--- config.mk ---
export PLATFORM = sky130hd
export DESIGN_NAME = instr_fetch_unit
export DESIGN_NICKNAME = d
export VERILOG_FILES = /design/src/rtl/fetch_pkg.sv /design/src/rtl/fetch_buffer.sv /design/src/rtl/instr_fetch_unit.sv
export SDC_FILE = /design/constraint.sdc
export NUM_CORES = 1
export LEC_CHECK = 0
export BUFFER_PORTS_ARGS = -buffer_cell sky130_fd_sc_hd__buf_4
export CORE_MARGIN = 2
export CORE_UTILIZATION = 49
export CTS_CLUSTER_DIAMETER = 120
export DETAILED_ROUTE_END_ITERATION = 10
export HOLD_SLACK_MARGIN = 0.06
export PLACE_DENSITY = 0.83
export SLEW_MARGIN = 20
export SYNTH_ARGS = -nofsm -noshare
export SYNTH_HDL_FRONTEND = slang
export SYNTH_SLANG_ARGS = --single-unit
--- constraint.sdc ---
create_clock -name clk -period 6.15 [get_ports clk]
set_input_delay 1.23 -clock clk [delete_from_list [all_inputs] [get_ports clk]]
set_output_delay 1.23 -clock clk [all_outputs]
set_load 0.02 [all_outputs]
--- src/rtl/fetch_pkg.sv ---
// fetch_pkg: shared types and constants for the instruction fetch unit.
package fetch_pkg;
   localparam int PC_W = 64;
   localparam int INSTR_BYTES = 4;
   localparam logic [31:0] NOP_INSTR = 32'h0000_0013;
   typedef enum logic [1:0] {S_IDLE, S_FETCH, S_HOLD} fetch_state_t;
   typedef struct packed {
      logic [PC_W-1:0] pc;
      logic [31:0]     instr;
   } fetch_entry_t;
endpackage

--- src/rtl/fetch_buffer.sv ---
// fetch_buffer: synchronous FIFO of fetched {pc, instr} entries with flush.
module fetch_buffer
   import fetch_pkg::*;
#(
   parameter int DEPTH = 2,
   localparam int CW = $clog2(DEPTH + 1)
) (
   input  logic         clk,
   input  logic         reset,
   input  logic         push,
   input  logic         pop,
   input  logic         flush,
   input  fetch_entry_t din,
   output logic         full,
   output logic         empty,
   output logic [CW-1:0] count,
   output fetch_entry_t head
);
   localparam int PW = $clog2(DEPTH);
   fetch_entry_t  mem_q [DEPTH];
   logic [PW-1:0] wr_q, rd_q;
   logic [CW-1:0] cnt_q;
   logic          do_push, do_pop;
   assign full    = cnt_q == CW'(DEPTH);
   assign empty   = cnt_q == '0;
   assign count   = cnt_q;
   assign head    = mem_q[rd_q];
   assign do_push = push && !full;
   assign do_pop  = pop && !empty;
   always_ff @(posedge clk)
      if (!reset || flush) begin
         wr_q  <= '0;
         rd_q  <= '0;
         cnt_q <= '0;
      end else begin
         if (do_push) wr_q <= wr_q + 1'b1;
         if (do_pop) rd_q <= rd_q + 1'b1;
         cnt_q <= cnt_q + CW'(do_push) - CW'(do_pop);
      end
   always_ff @(posedge clk)
      if (do_push) mem_q[wr_q] <= din;
endmodule

--- src/rtl/instr_fetch_unit.sv ---
// instr_fetch_unit: owns the PC, fetches from instruction memory and buffers {pc, instr} for decode.
module instr_fetch_unit
   import fetch_pkg::*;
#(
   parameter logic [63:0] RESET_PC  = 64'h0,
   parameter int          BUF_DEPTH = 2,
   parameter int          ADDR_W    = 64
) (
   input  logic              clk,
   input  logic              reset,
   output logic [ADDR_W-1:0] mem_addr,
   output logic              MemRead,
   input  logic [31:0]       instr,
   input  logic              instr_valid,
   input  logic              redirect_valid,
   input  logic [ADDR_W-1:0] redirect_pc,
   output logic              if_valid,
   input  logic              if_ready,
   output logic [ADDR_W-1:0] if_pc,
   output logic [31:0]       if_instr,
   output logic              misalign_err
);
   localparam int CW = $clog2(BUF_DEPTH + 1);
   fetch_state_t      state_q;
   logic [ADDR_W-1:0] pc_q;
   logic              err_q, full, empty, push, pop, will_fill;
   logic [CW-1:0]     count;
   fetch_entry_t      din, head;
   assign mem_addr     = pc_q;
   assign MemRead      = state_q == S_FETCH && !full && !redirect_valid;
   assign push         = MemRead && instr_valid;
   assign pop          = if_valid && if_ready && !redirect_valid;
   assign will_fill    = !pop && (full || (push && count == CW'(BUF_DEPTH - 1)));
   assign din          = {PC_W'(pc_q), instr};
   assign if_valid     = !empty;
   assign if_pc        = head.pc[ADDR_W-1:0];
   assign if_instr     = if_valid ? head.instr : NOP_INSTR;
   assign misalign_err = err_q;
   fetch_buffer #(.DEPTH(BUF_DEPTH)) u_buf (
      .clk   (clk),
      .reset (reset),
      .push  (push),
      .pop   (pop),
      .flush (redirect_valid),
      .din   (din),
      .full  (full),
      .empty (empty),
      .count (count),
      .head  (head)
   );
   // Redirect wins over everything: it flushes the buffer and restarts fetch at the aligned target.
   always_ff @(posedge clk)
      if (!reset) begin
         state_q <= S_IDLE;
         pc_q    <= ADDR_W'(RESET_PC);
         err_q   <= 1'b0;
      end else if (redirect_valid) begin
         state_q <= S_FETCH;
         pc_q    <= {redirect_pc[ADDR_W-1:2], 2'b00};
         err_q   <= err_q || redirect_pc[1:0] != 2'b00;
      end else begin
         if (push) pc_q <= pc_q + ADDR_W'(INSTR_BYTES);
         state_q <= state_q == S_IDLE ? S_FETCH :
                    state_q == S_HOLD ? (pop ? S_FETCH : S_HOLD) :
                    (will_fill ? S_HOLD : S_FETCH);
      end
endmodule

---- Word-level counts from Yosys, hierarchy flattened ----
Memory sizes are Yosys's and may differ from the RTL's. A register that Yosys moved wholly into a read port is not among the register bits.
Cells that the tools add are included.
operators by class
  add/sub/neg operators ................... 5
  eq/ne operators ......................... 4
  multiplexer cells ....................... 12
  bitwise logic cells ..................... 1
  reduce and logical (&&, ||, !) cells .... 23
operator list
  cell                                                 number
  2-to-1 mux 64 bit                                    2
  adder 64 x 3 -> 64 bit, second input constant        1
  2-to-1 mux 32 bit                                    1
  logical AND 1 bit                                    9
  2-to-1 mux 1 bit                                     6
  2-to-1 mux 2 bit                                     3
  logical NOT 1 bit                                    5
  equality test 2 x 1 -> 1 bit, second input constant  2
  equality test 2 bit, second input constant           2
  logical NOT 2 bit                                    2
  nonzero test 2 bit                                   2
  logical OR 1 bit                                     3
  OR reduction 3 bit                                   1
  adder 1 bit, second input constant                   2
  adder 2 x 1 -> 2 bit                                 1
  OR reduction 2 bit                                   1
  subtractor 2 x 1 -> 2 bit                            1
  NOT 1 bit                                            1
word-level totals
  register bits ........................... 71
  memory bits (writable) .................. 192
  output and inout bits ................... 163
  word-level logic and storage cells ...... 54
  memories kept ........................... 1
memory list
  memory       depth  width  read ports  clocked after memory_dff  write ports  line                RTL
  u_buf.mem_q  2      96     1           1                         1            fetch_buffer.sv:20  fetch_entry_t mem_q [DEPTH];

---- Longest topological paths before layout ----
Gate-level depths: netlist (run 1).
  word-level depth ........................ 12
  gate-level depth with buffers ........... 11

---- Modules after synthesis ----
From an unflattened synthesis (run 1), not the netlist that was laid out.
second synthesis, totals
  cells, all modules ...................... 960
  area total of the unflattened synthesis .. 11986.5 um^2
modules (own cells, without submodules)
  module            instances  cells an instance  area an instance (um^2)  seq. area each (um^2)
  fetch_buffer      1          328                7368.3                   5865.6
  instr_fetch_unit  1          632                4618.2                   1301.2

---- Worst setup path before layout (run 1) ----
Ideal clock, no wire load.
  path kind ............................... input port to flip-flop
  from .................................... input port redirect_valid
  to ...................................... memory u_buf.mem_q[0][0] (netlist name) (enable)
  arrival time ............................ 5917 ps
  path slack .............................. -315 ps
  cell stages on the path ................. 6
  path buffers ............................ 3
  cells stage by stage .................... clkbuf_1 -> nor2_1 -> o2111ai_1 -> clkbuf_1 -> buf_1 -> nor2_1
on the way
  cells in the longest elaborated chain, start to end .. 6
ends and longest elaborated chain
  what                                    line                    RTL
  from (decl)                             instr_fetch_unit.sv:15  input logic redirect_valid,
  logical NOT 1 bit                       instr_fetch_unit.sv:30  assign MemRead = state_q == S_FETCH && !full && !redirect_valid;
  logical AND 1 bit                       instr_fetch_unit.sv:30
  logical AND 1 bit                       instr_fetch_unit.sv:31  assign push = MemRead && instr_valid;
  logical AND 1 bit                       fetch_buffer.sv:28      assign do_push = push && !full;
  2-to-1 mux 1 bit                        fetch_buffer.sv:41      if (do_push) mem_q[wr_q] <= din;
  2-to-1 mux 1 bit (implied by the code)  fetch_buffer.sv:41
  to (decl)                               fetch_buffer.sv:20
Every way passes these cells.

==> impl_results.md, run 1 <==
* Crit path kind: flip-flop to output port
* Full die area at 23800 um2
* Worst r2r src: mem_addr[2]$_SDFFE_PN0P_
* Fmax at 0.260 GHz
* Slew Limit Fails at 0
* Total gr overflow at 0
* Startpoint types: flip-flop
* Initial antenna violation count at 0
* Starting Density at 49.4%
* Clock Skews at 18.8 ps
* Final setup margin at 2300 ps
* Relative slew slack at 33.3%
* Placed Area at 13300 um2
* WP buf/inv at 2
* Final period utilization at 62.5%
* IO Pins at 264
* Class of the worst hold path: flip-flop to flip-flop
* TritonRoute pass-1 iters at 6
* CP Data Arrival Time at 2620 ps
* Final Hold Fails at 0
* Clock transition at path regs at 60 ps
* RePlAce Congestion at 0.884
* Syn-to-layout area delta at 27.9%
* Worst path top cell family by delay: flip-flops
* EDFF count, synth at 188
* Total GRT Usage at 23.3%
* Initial DRC count at 850
* Layout cells sized above 1 at 33.6%
* Syn Area/Cell at 12.3 um2
* Nets@finish at 1256
* Routed wire per std cell at 20.0 um
* Row count at 55
* Setup bufs post-CTS at 0
* CTS Hold Bufs at 0
* Maximum clock path buffer count at 3
* Critical Path Max Stage Delay at 950 ps
* DIE HEIGHT at 154 um
* WP data required at 4920 ps
* Synth Instances at 905
* Hold Crit Start: misalign_err$_SDFFE_PN0P_
* Endpoint class of the critical path: output port
* Final Setup Violations at 0
* Crit path cell chain: buf_4, mux2i_1, nor2_1, buf_4
* Critical-path top delay cell: dfxtp_4
* Total CTS buffers at 27
* Core area at 22400 um2
* First-pass GRT wire length at 44300 um
* CTS tree: yes
* Actual slew at the worst max-slew pin at 997 ps
* Post-layout min period at 3850 ps
* VDD IR max at 0.177 mV
* Ys Warns at 0
* Ant. Diodes at 0
* Setup_tns at 0 ps
* RSZ-0062 raised after global routing: false
* Status: finished clean
* Layout Utilization at 63.2%
* Final wirelength at 29100 um
* H-tree depth at 1
* Routed vias at 8445
* # clock sinks at 258
* Latest clock arrival within the worst-skew pair at 530 ps
* Async SR Flop Fraction at 0%
* DRC Markers at 0
* Crit-path max FO at 64
* Ys flop type: edfxtp_1
* Max cap viols at 0
* Post-synthesis sequential area ratio at 63.6%
* Largest net degree at the start of global routing at 79
* Crit-path most repeated cell: buf_4
* Post-synth cell types at 60
* Leak at 5.17 nW
* Cell Area, Synth at 11100 um2
* Root Buffer: clkbuf_16
* Vias in the first global route at 8015
* Routed Antenna Nets at 0
* Post-CTS sizing at 0
* HPWL Detailed at 19200 um
* Dpl ws at 2380 ps
* Port Buf Inserts at 259
* FF+latch count, synth at 258
* Vias/cell at 5.80
* Pwr/cell area at 279 nW/um2
* Die width at 154 um
* Final instance area at 14200 um2
==> final timing paths <==
path                                     to  depth (start not counted)  slack (ps)
setup reg to reg  mem_addr[62]$_SDFFE_PN0P_                          7        3030
setup / recovery               if_instr[17]                          4        2300
hold / removal    misalign_err$_SDFFE_PN0P_                          2         480
hold reg to reg   misalign_err$_SDFFE_PN0P_                          2         480
==> worst reg2reg max path, stage by stage (launching register included) <==
cell and delay (ps):
dfxtp_1 520, ha_1 280, and4_1 280, and4_1 340, nand4_1 660, or4_1 720, a21oi_1 160, o21a_1 120
==> flip-flops by register name, summed over array words and instances, names as in the netlist, named ones only <==
signal / flops
u_buf.count: 2
u_buf.mem_q: 188
u_buf.rd_q: 1
mem_addr: 62
misalign_err: 1
u_buf.wr_q: 1
state_q: 2
==> cell usage in the layout (no fill, tap or decap), types with 27 or more instances in the layout <==
| master | count |
|---|---|
| buf_4 | 267 |
| edfxtp_1 | 188 |
| nand2_1 | 92 |
| mux2_2 | 69 |
| dfxtp_1 | 69 |
| nor2_1 | 66 |
| a21oi_1 | 53 |
| o21ai_0 | 33 |
| mux2i_1 | 33 |
| clkbuf_16 | 27 |
==> per-layer routing <==
| layer | vias up | track usage (%) | part of all wire [%] |
|---|---|---|---|
| met1 | 4062 | 31.9 | 42 |
| met2 | 418 | 37.3 | 47 |
| met4 | 0 | 7.76 | 3.0 |
| li1 | 3893 | - | - |
| met5 | - | 0 | 0 |
| met3 | 72 | 4.76 | 8.8 |
==> layout make-up <==
class | count | area (um2)
Sequential cell | 258 | 7050
Fill cell | 1699 | 8250
Clock inverter | 15 | 170
Timing Repair Buffer | 268 | 2020
Multi-Input combinational cell | 580 | 3800
Tap cell | 285 | 357
Clock buffer | 34 | 722
Inverter | 17 | 63.8
==> kinds of logic (layout without fill, tap and decap cells) <==
family                   after synthesis  count (layout)  synth area share (%)
adder cells (fa/ha/maj)                3               3                 0.339
multiplexers                         102             102                  9.99
AO/OA/AOI/OAI                        158             158                  8.90
AND/OR/NAND/NOR                      300             300                  13.6
other                                  1               4                0.0338
flip-flops                           258             258                  63.6
buffers and inverters                 70             334                  2.58
XOR/XNOR                              13              13                  1.03
==> through the flow <==
stage          hold slack [ps]  total power [W]  std cells
6_report                   482          0.00396       1457
4_1_cts                    480          0.00398       1457
3_3_place_gp               452          0.00234       1408
5_1_grt                    520          0.00408       1457
3_5_place_dp               469          0.00234       1408
2_1_floorplan              472          0.00217        908
==> synth_stat cells (all sizes together) (3+ instances only) <==
library cell	number	share of area (%)
edfxtp	188	51
nand2	92	3.1
dfxtp	70	13
mux2	69	7.0
nor2	68	2.3
a21oi	53	2.4
clkbuf	34	1.2
o21ai	34	1.5
mux2i	33	3.0
nor3	26	1.2
nand4	23	1.5
and3	19	1.1
buf	19	0.86
nand3	19	0.86
inv	15	0.51
nor4	13	0.93
or3	13	0.78
a31oi	12	0.68
o21a	11	0.74
xnor2	10	0.79
and2	8	0.45
o22ai	8	0.51
and4	7	0.55
a221oi	6	0.47
o211ai	6	0.41
o31a	5	0.39
or4	5	0.34
a22oi	4	0.27
ha	3	0.34
o311ai	3	0.24
o31ai	3	0.20
or2	3	0.17
xor2	3	0.24
==> power by group <==
group / internal [W] / switching, W / leakage (nW)
Sequential: 0.00192 / 0.0000655 / 2.31
Clock: 0.000993 / 0.000653 / 0.435
Combinational: 0.000148 / 0.000180 / 2.43
Total: 0.00306 / 0.000898 / 5.17
Note: power is estimated with default switching activity, not from simulation.
==> inputs of run 2 (changes only) <==
- ABC_AREA: default -> 1
- PLACE_DENSITY: 0.83 -> 0.82
- clock period: 6.15 -> 3.39 ns (I/O delays scaled with it)
==> run 2 against run 1 <==
  * Sequential share of layout area decreased by 3.3 points
  * Cell count increased by 35%
  * Synthesized area increased by 7.9%
  * Critical path type unchanged
  * Non-clock buffer count increased by 8
  * Flip-flop and latch count unchanged
  * Wire length increased by 15%
  * Setup slack got worse by 2000 ps
  * Clock power increased by 76%
  * Combinational power increased by 95%
==> impl_results.md, run 2 <==
* Startpoint types: flip-flop
* Clock Skews at 13.1 ps
* Syn Area/Cell at 8.76 um2
* Post-synthesis sequential area ratio at 58.9%
* Internal Power at 0.00547 W
* Multi-input gate area at 4260 um2
* Max cap viols at 0
* Largest Register: u_buf.mem_q
* Full die area at 25700 um2
* Total GRT Usage at 25.6%
* Most common cell after layout, fill and taps aside: nand2_1
* Relative slew slack at 54.5%
* H-tree depth at 1
* Vias/cell at 5.23
* Comb pwr share at 9.0%
* Crit path kind: flip-flop to output port
* Routed Antenna Nets at 0
* # fillers at 1994
* Setup bufs post-CTS at 0
* Sequential share of power at 50.3%
* Latest clock arrival within the worst-skew pair at 530 ps
* Most frequent cell after synthesis: nand2_1
* Setup_tns at 0 ps
* Syn-to-layout area delta at 27.0%
* Final period utilization at 90.4%
* Post-CTS sizing at 0
* Class of the worst hold path: input port to flip-flop
* CTS Hold Bufs at 0
* Nets@finish at 1724
* FF/Latch Area at 7050 um2
* Most frequent cells in the layout: nand2_1 (505), buf_4 (269), edfxtp_1 (188)
* Largest net degree at the start of global routing at 68
* Final Setup Violations at 0
* Synth Area in Compound Gates at 7.84%
* Xor and xnor area share after synthesis at 1.46%
* Port Buf Inserts at 259
* Dpl ws at 680 ps
* Total CTS buffers at 26
* FF+latch count, synth at 258
* Pwr/cell area at 469 nW/um2
* First-pass GRT wire length at 52400 um
* RSZ-0062 raised after global routing: false
* # clock sinks at 258
* VDD IR max at 0.385 mV
* Max reg flops at 188
* Actual slew at the worst max-slew pin at 682 ps
* Total gr overflow at 0
* Most area-consuming cells after synthesis: edfxtp_1 (47%), nand2_1 (16%), dfxtp_1 (12%)
* Layout Utilization at 62.9%
* Synth Instances at 1367
* Row count at 57
* Async SR Flop Fraction at 0%
* EDFF count, synth at 188
* Final setup margin at 325 ps
* Clock transition at path regs at 70 ps
* Fmax at 0.326 GHz
* Routed wire per std cell at 17.1 um
* P_sw at 0.00167 W
* Post-layout min period at 3070 ps
* Cell Area, Synth at 12000 um2
* Synth Area in Adders at 0.314%
* Crit-path max FO at 63
* Mux contribution to synthesized area at 0%
* Clock Power Share at 40.7%
* Ys flop type: edfxtp_1
* IO Pins at 264
* Initial antenna violation count at 0
* Top cell type's share of synthesized area at 47.2%
* Hold_ws at 332 ps
* Net Sw Frac at 23.3%
* Most common library cells after synthesis: nand2_1 (505), edfxtp_1 (188), inv_1 (116)
* Layout cells sized above 1 at 23.4%
* DRC Markers at 0
* Root Buffer: clkbuf_16
* HPWL Detailed at 24500 um
* Ys Warns at 0
* Maximum clock path buffer count at 3
* CP Data Arrival Time at 2390 ps
* Post-synth cell types at 37
* Status: finished clean
* Final wirelength at 33600 um
* DIE HEIGHT at 160 um
* Synth area leader: edfxtp_1
* Starting Density at 49.5%
* Simple-gate portion of the synthesized area at 25.7%
* Die width at 160 um
* Routed vias at 10300
* Pwr Total at 0.00714 W
* Vias in the first global route at 10000
* Largest family of logic cells by synthesized area: simple AND/OR/NAND/NOR gates
* CTS tree: yes
* Initial DRC count at 855
* Core area at 24200 um2
* Slew Limit Fails at 0
* Ant. Diodes at 0
* RePlAce Congestion at 0.967
* Final Hold Fails at 0
* WP data required at 2710 ps
* TritonRoute pass-1 iters at 5
* Leak at 6.16 nW
* Endpoint class of the critical path: output port
[run 2: cell count changes after synthesis, sizes merged, moves of 13 or more]
| cell | previous run | this run |
|---|---|---|
| a21oi | 53 | 89 |
| and3 | 19 | 0 |
| inv | 15 | 120 |
| mux2 | 69 | 0 |
| mux2i | 33 | 0 |
| nand2 | 92 | 530 |
| nand3 | 19 | 51 |
| nand4 | 23 | 9 |
| nor2 | 68 | 133 |
| nor3 | 26 | 4 |
| nor4 | 13 | 0 |
| o21ai | 34 | 71 |
| or3 | 13 | 0 |
| xor2 | 3 | 18 |
[run 2: path summary, 6_finish.rpt]
check / from / endpoint / slack (ps) / cells after the start
worst max-delay path: flip-flop / if_instr[15] / 320 / 4
worst min-delay path: instr[4] / u_buf.mem_q[1][4]$_DFFE_PP_ / 330 / 1
worst max register to register: u_buf.count[0]$_SDFF_PP0_ / u_buf.count[1]$_SDFF_PP0_ / 1230 / 8
worst min register to register: misalign_err$_SDFFE_PN0P_ / misalign_err$_SDFFE_PN0P_ / 450 / 2
[run 2: per-layer routing]
layer	wire [um]	vias to the layer above	GRT usage [%]
li1	-	4951	-
met1	13800	4817	33.0
met2	16500	451	44.6
met3	2720	56	4.70
met4	691	0	7.08
met5	0	-	0
[run 2: layout make-up]
| type | count | area share, % |
|---|---|---|
| Clock buffer | 31 | 4.67 |
| Clock inverter | 17 | 1.09 |
| Inverter | 121 | 3.00 |
| Multi-Input combinational cell | 937 | 28.0 |
| Sequential cell | 258 | 46.4 |
| Tap cell | 324 | 2.67 |
| Timing Repair Buffer | 276 | 14.2 |
[run 2: kinds of logic after synthesis]
kind of cell / after synthesis
other: 1
buffers and inverters: 175
flip-flops: 258
AND/OR/NAND/NOR: 732
adder cells (fa/ha/maj): 3
AO/OA/AOI/OAI: 178
XOR/XNOR: 20
[run 2: critical path: stages, from the launching register on]
cell	delay (ps)
dfxtp_4	580
buf_4	630
nand2_1	110
a21oi_1	310
buf_4	200
[run 2: per-stage QoR]
step / area [um2] / cells
floorplan: 12000 / 1370
global placement: 14300 / 1916
detailed placement: 14300 / 1916
CTS: 15200 / 1964
global route: 15200 / 1964
finish: 15200 / 1964
[run 2: power by group through the flow]
stage                     sequential [W]  combinational, W  clock, W
final                            0.00359          0.000639   0.00291
after detailed placement         0.00366          0.000637         0
after global placement           0.00365          0.000619         0
after CTS                        0.00359          0.000641   0.00295
after floorplan                  0.00367          0.000285         0
after global routing             0.00360          0.000692   0.00309
==> inputs of run 3 (changes only) <==
- CORE_UTILIZATION: 49 -> 50
- PLACE_DENSITY: 0.82 -> 0.8
- REMOVE_ABC_BUFFERS: default -> 1
- clock period: 3.39 -> 3.8 ns (I/O delays scaled with it)
==> run 3 against run 2 <==
  * Non-clock buffer count down 3
  * Flip-flop and latch count stayed put
  * Worst hold slack better by 85 ps
  * Sequential power fell by 11%
  * Largest cell class unchanged
  * Largest power group unchanged
==> impl_results.md, run 3 (synthesis gave the netlist of run 2 again) <==
* H-tree depth at 1
* DIE HEIGHT at 159 um
* Leak at 6.11 nW
* Starting Density at 51.0%
* Total gr overflow at 0
* Startpoint types: flip-flop
* Setup bufs post-CTS at 0
* Routed wire per std cell at 16.6 um
* Post-CTS sizing at 0
* Routed vias at 10200
* Metal3 WL at 2440 um
* RePlAce Congestion at 1.02
* Ant. Diodes at 0
* IO Pins at 264
* Clock transition at path regs at 60 ps
* CP Data Arrival Time at 2490 ps
* Final Setup Violations at 0
* TritonRoute pass-1 iters at 9
* Crit-path max FO at 48
* Met2 wire length at 15400 um
* Endpoint class of the critical path: output port
* Row count at 56
* RSZ-0062 raised after global routing: false
* Setup_tns at 0 ps
* Most common cell after layout, fill and taps aside: nand2_1
* Inst Count DP at 1908
* DRC Markers at 0
* Largest net degree at the start of global routing at 58
* Crit path kind: flip-flop to output port
* Post-layout min period at 3250 ps
* Max cap viols at 0
* Total GRT Usage at 25.3%
* Status: finished clean
* Latest clock arrival within the worst-skew pair at 530 ps
* Initial DRC count at 702
* WP data required at 3040 ps
* CTS tree: yes
* Critical Path Max Stage Delay at 690 ps
* HPWL Detailed at 23300 um
* DR top layer: met4
* First-pass GRT wire length at 51800 um
* Placed Area at 14200 um2
* Max reg flops at 188
* Die width at 159 um
* VDD IR max at 0.263 mV
* Actual slew at the worst max-slew pin at 573 ps
* WP buf/inv at 3
* # clock sinks at 258
* Worst path top cell family by delay: buffers and inverters
* CTS Hold Bufs at 0
* Final wirelength at 32600 um
* Most frequent cells in the layout: nand2_1 (505), buf_4 (271), edfxtp_1 (188)
* Hold_ws at 416 ps
* Final Hold Fails at 0
* Full die area at 25200 um2
* Slew Limit Fails at 0
* Final period utilization at 85.4%
* Vias in the first global route at 9856
* Final instance area at 15100 um2
* Pwr/cell area at 419 nW/um2
* Syn-to-layout area delta at 26.2%
* Vias/cell at 5.20
* Root Buffer: clkbuf_16
* M1 wire length at 14200 um
* Core area at 23500 um2
* Nets@finish at 1722
* Port Buf Inserts at 259
* Initial antenna violation count at 0
* # fillers at 1942
* Clock Skews at 25.8 ps
* Class of the worst hold path: input port to flip-flop
* Relative slew slack at 61.7%
* Crit path cell chain: clkinv_2, buf_4, nand2_1, nand2_1, buf_4
* Largest Register: u_buf.mem_q
* Layout Utilization at 64.3%
* Total CTS buffers at 27
* Maximum clock path buffer count at 3
* Layout cells sized above 1 at 23.0%
* Routed Antenna Nets at 0
* Fmax at 0.308 GHz
* Non-Filler Instances at 1957
* Critical-path top delay cell: dfxtp_4
## run 3: routing by layer
layer	up-vias	GRT usage, %
met5	-	0
met4	0	6.13
met3	47	4.47
met2	397	42.4
met1	4786	34.4
li1	4939	-
## run 3: stage by stage
step | setup slack (ps) | power [W]
2_1_floorplan | -1960 | 0.00352
3_3_place_gp | 1120 | 0.00381
3_5_place_dp | 1050 | 0.00383
4_1_cts | 500 | 0.00636
5_1_grt | 318 | 0.00655
6_report | 553 | 0.00633
## run 3: path summary, 6_finish.rpt
check	endpoint	slack (ps)	cells after the start	from
setup / recovery	if_pc[3]	550	5	flip-flop
hold / removal	u_buf.mem_q[0][2]$_DFFE_PP_	420	1	instr[2]
setup reg to reg	u_buf.count[1]$_SDFF_PP0_	1450	11	u_buf.count[1]$_SDFF_PP0_
hold reg to reg	u_buf.rd_q$_SDFFE_PP0P_	480	2	u_buf.rd_q$_SDFFE_PP0P_
## run 3: area by class of cell
cell class / instances / area (um2) / area share (%)
multi-input combinational: 937 / 4260 / 28.2
inverter: 121 / 455 / 3.02
tap: 319 / 399 / 2.64
clock buffer: 38 / 747 / 4.95
timing repair buffer: 273 / 2070 / 13.7
sequential: 258 / 7050 / 46.7
clock inverter: 11 / 114 / 0.754
## run 3: where the power goes
group / internal, W / total, W / switching [W]
clock network: 0.00151 / 0.00256 / 0.00105
logic: 0.000233 / 0.000561 / 0.000327
registers: 0.00311 / 0.00321 / 0.000104
total: 0.00484 / 0.00633 / 0.00148
## run 3: worst register-to-register path: stages, from the launching register on
cell and delay [ps]:
dfxtp_1 350, nor2_2 120, buf_4 330, inv_1 170, nand2_1 200, nor2_1 70, ha_1 290, inv_1 40
ha_1 180, xnor2_1 130, or2_2 280, a21oi_1 110
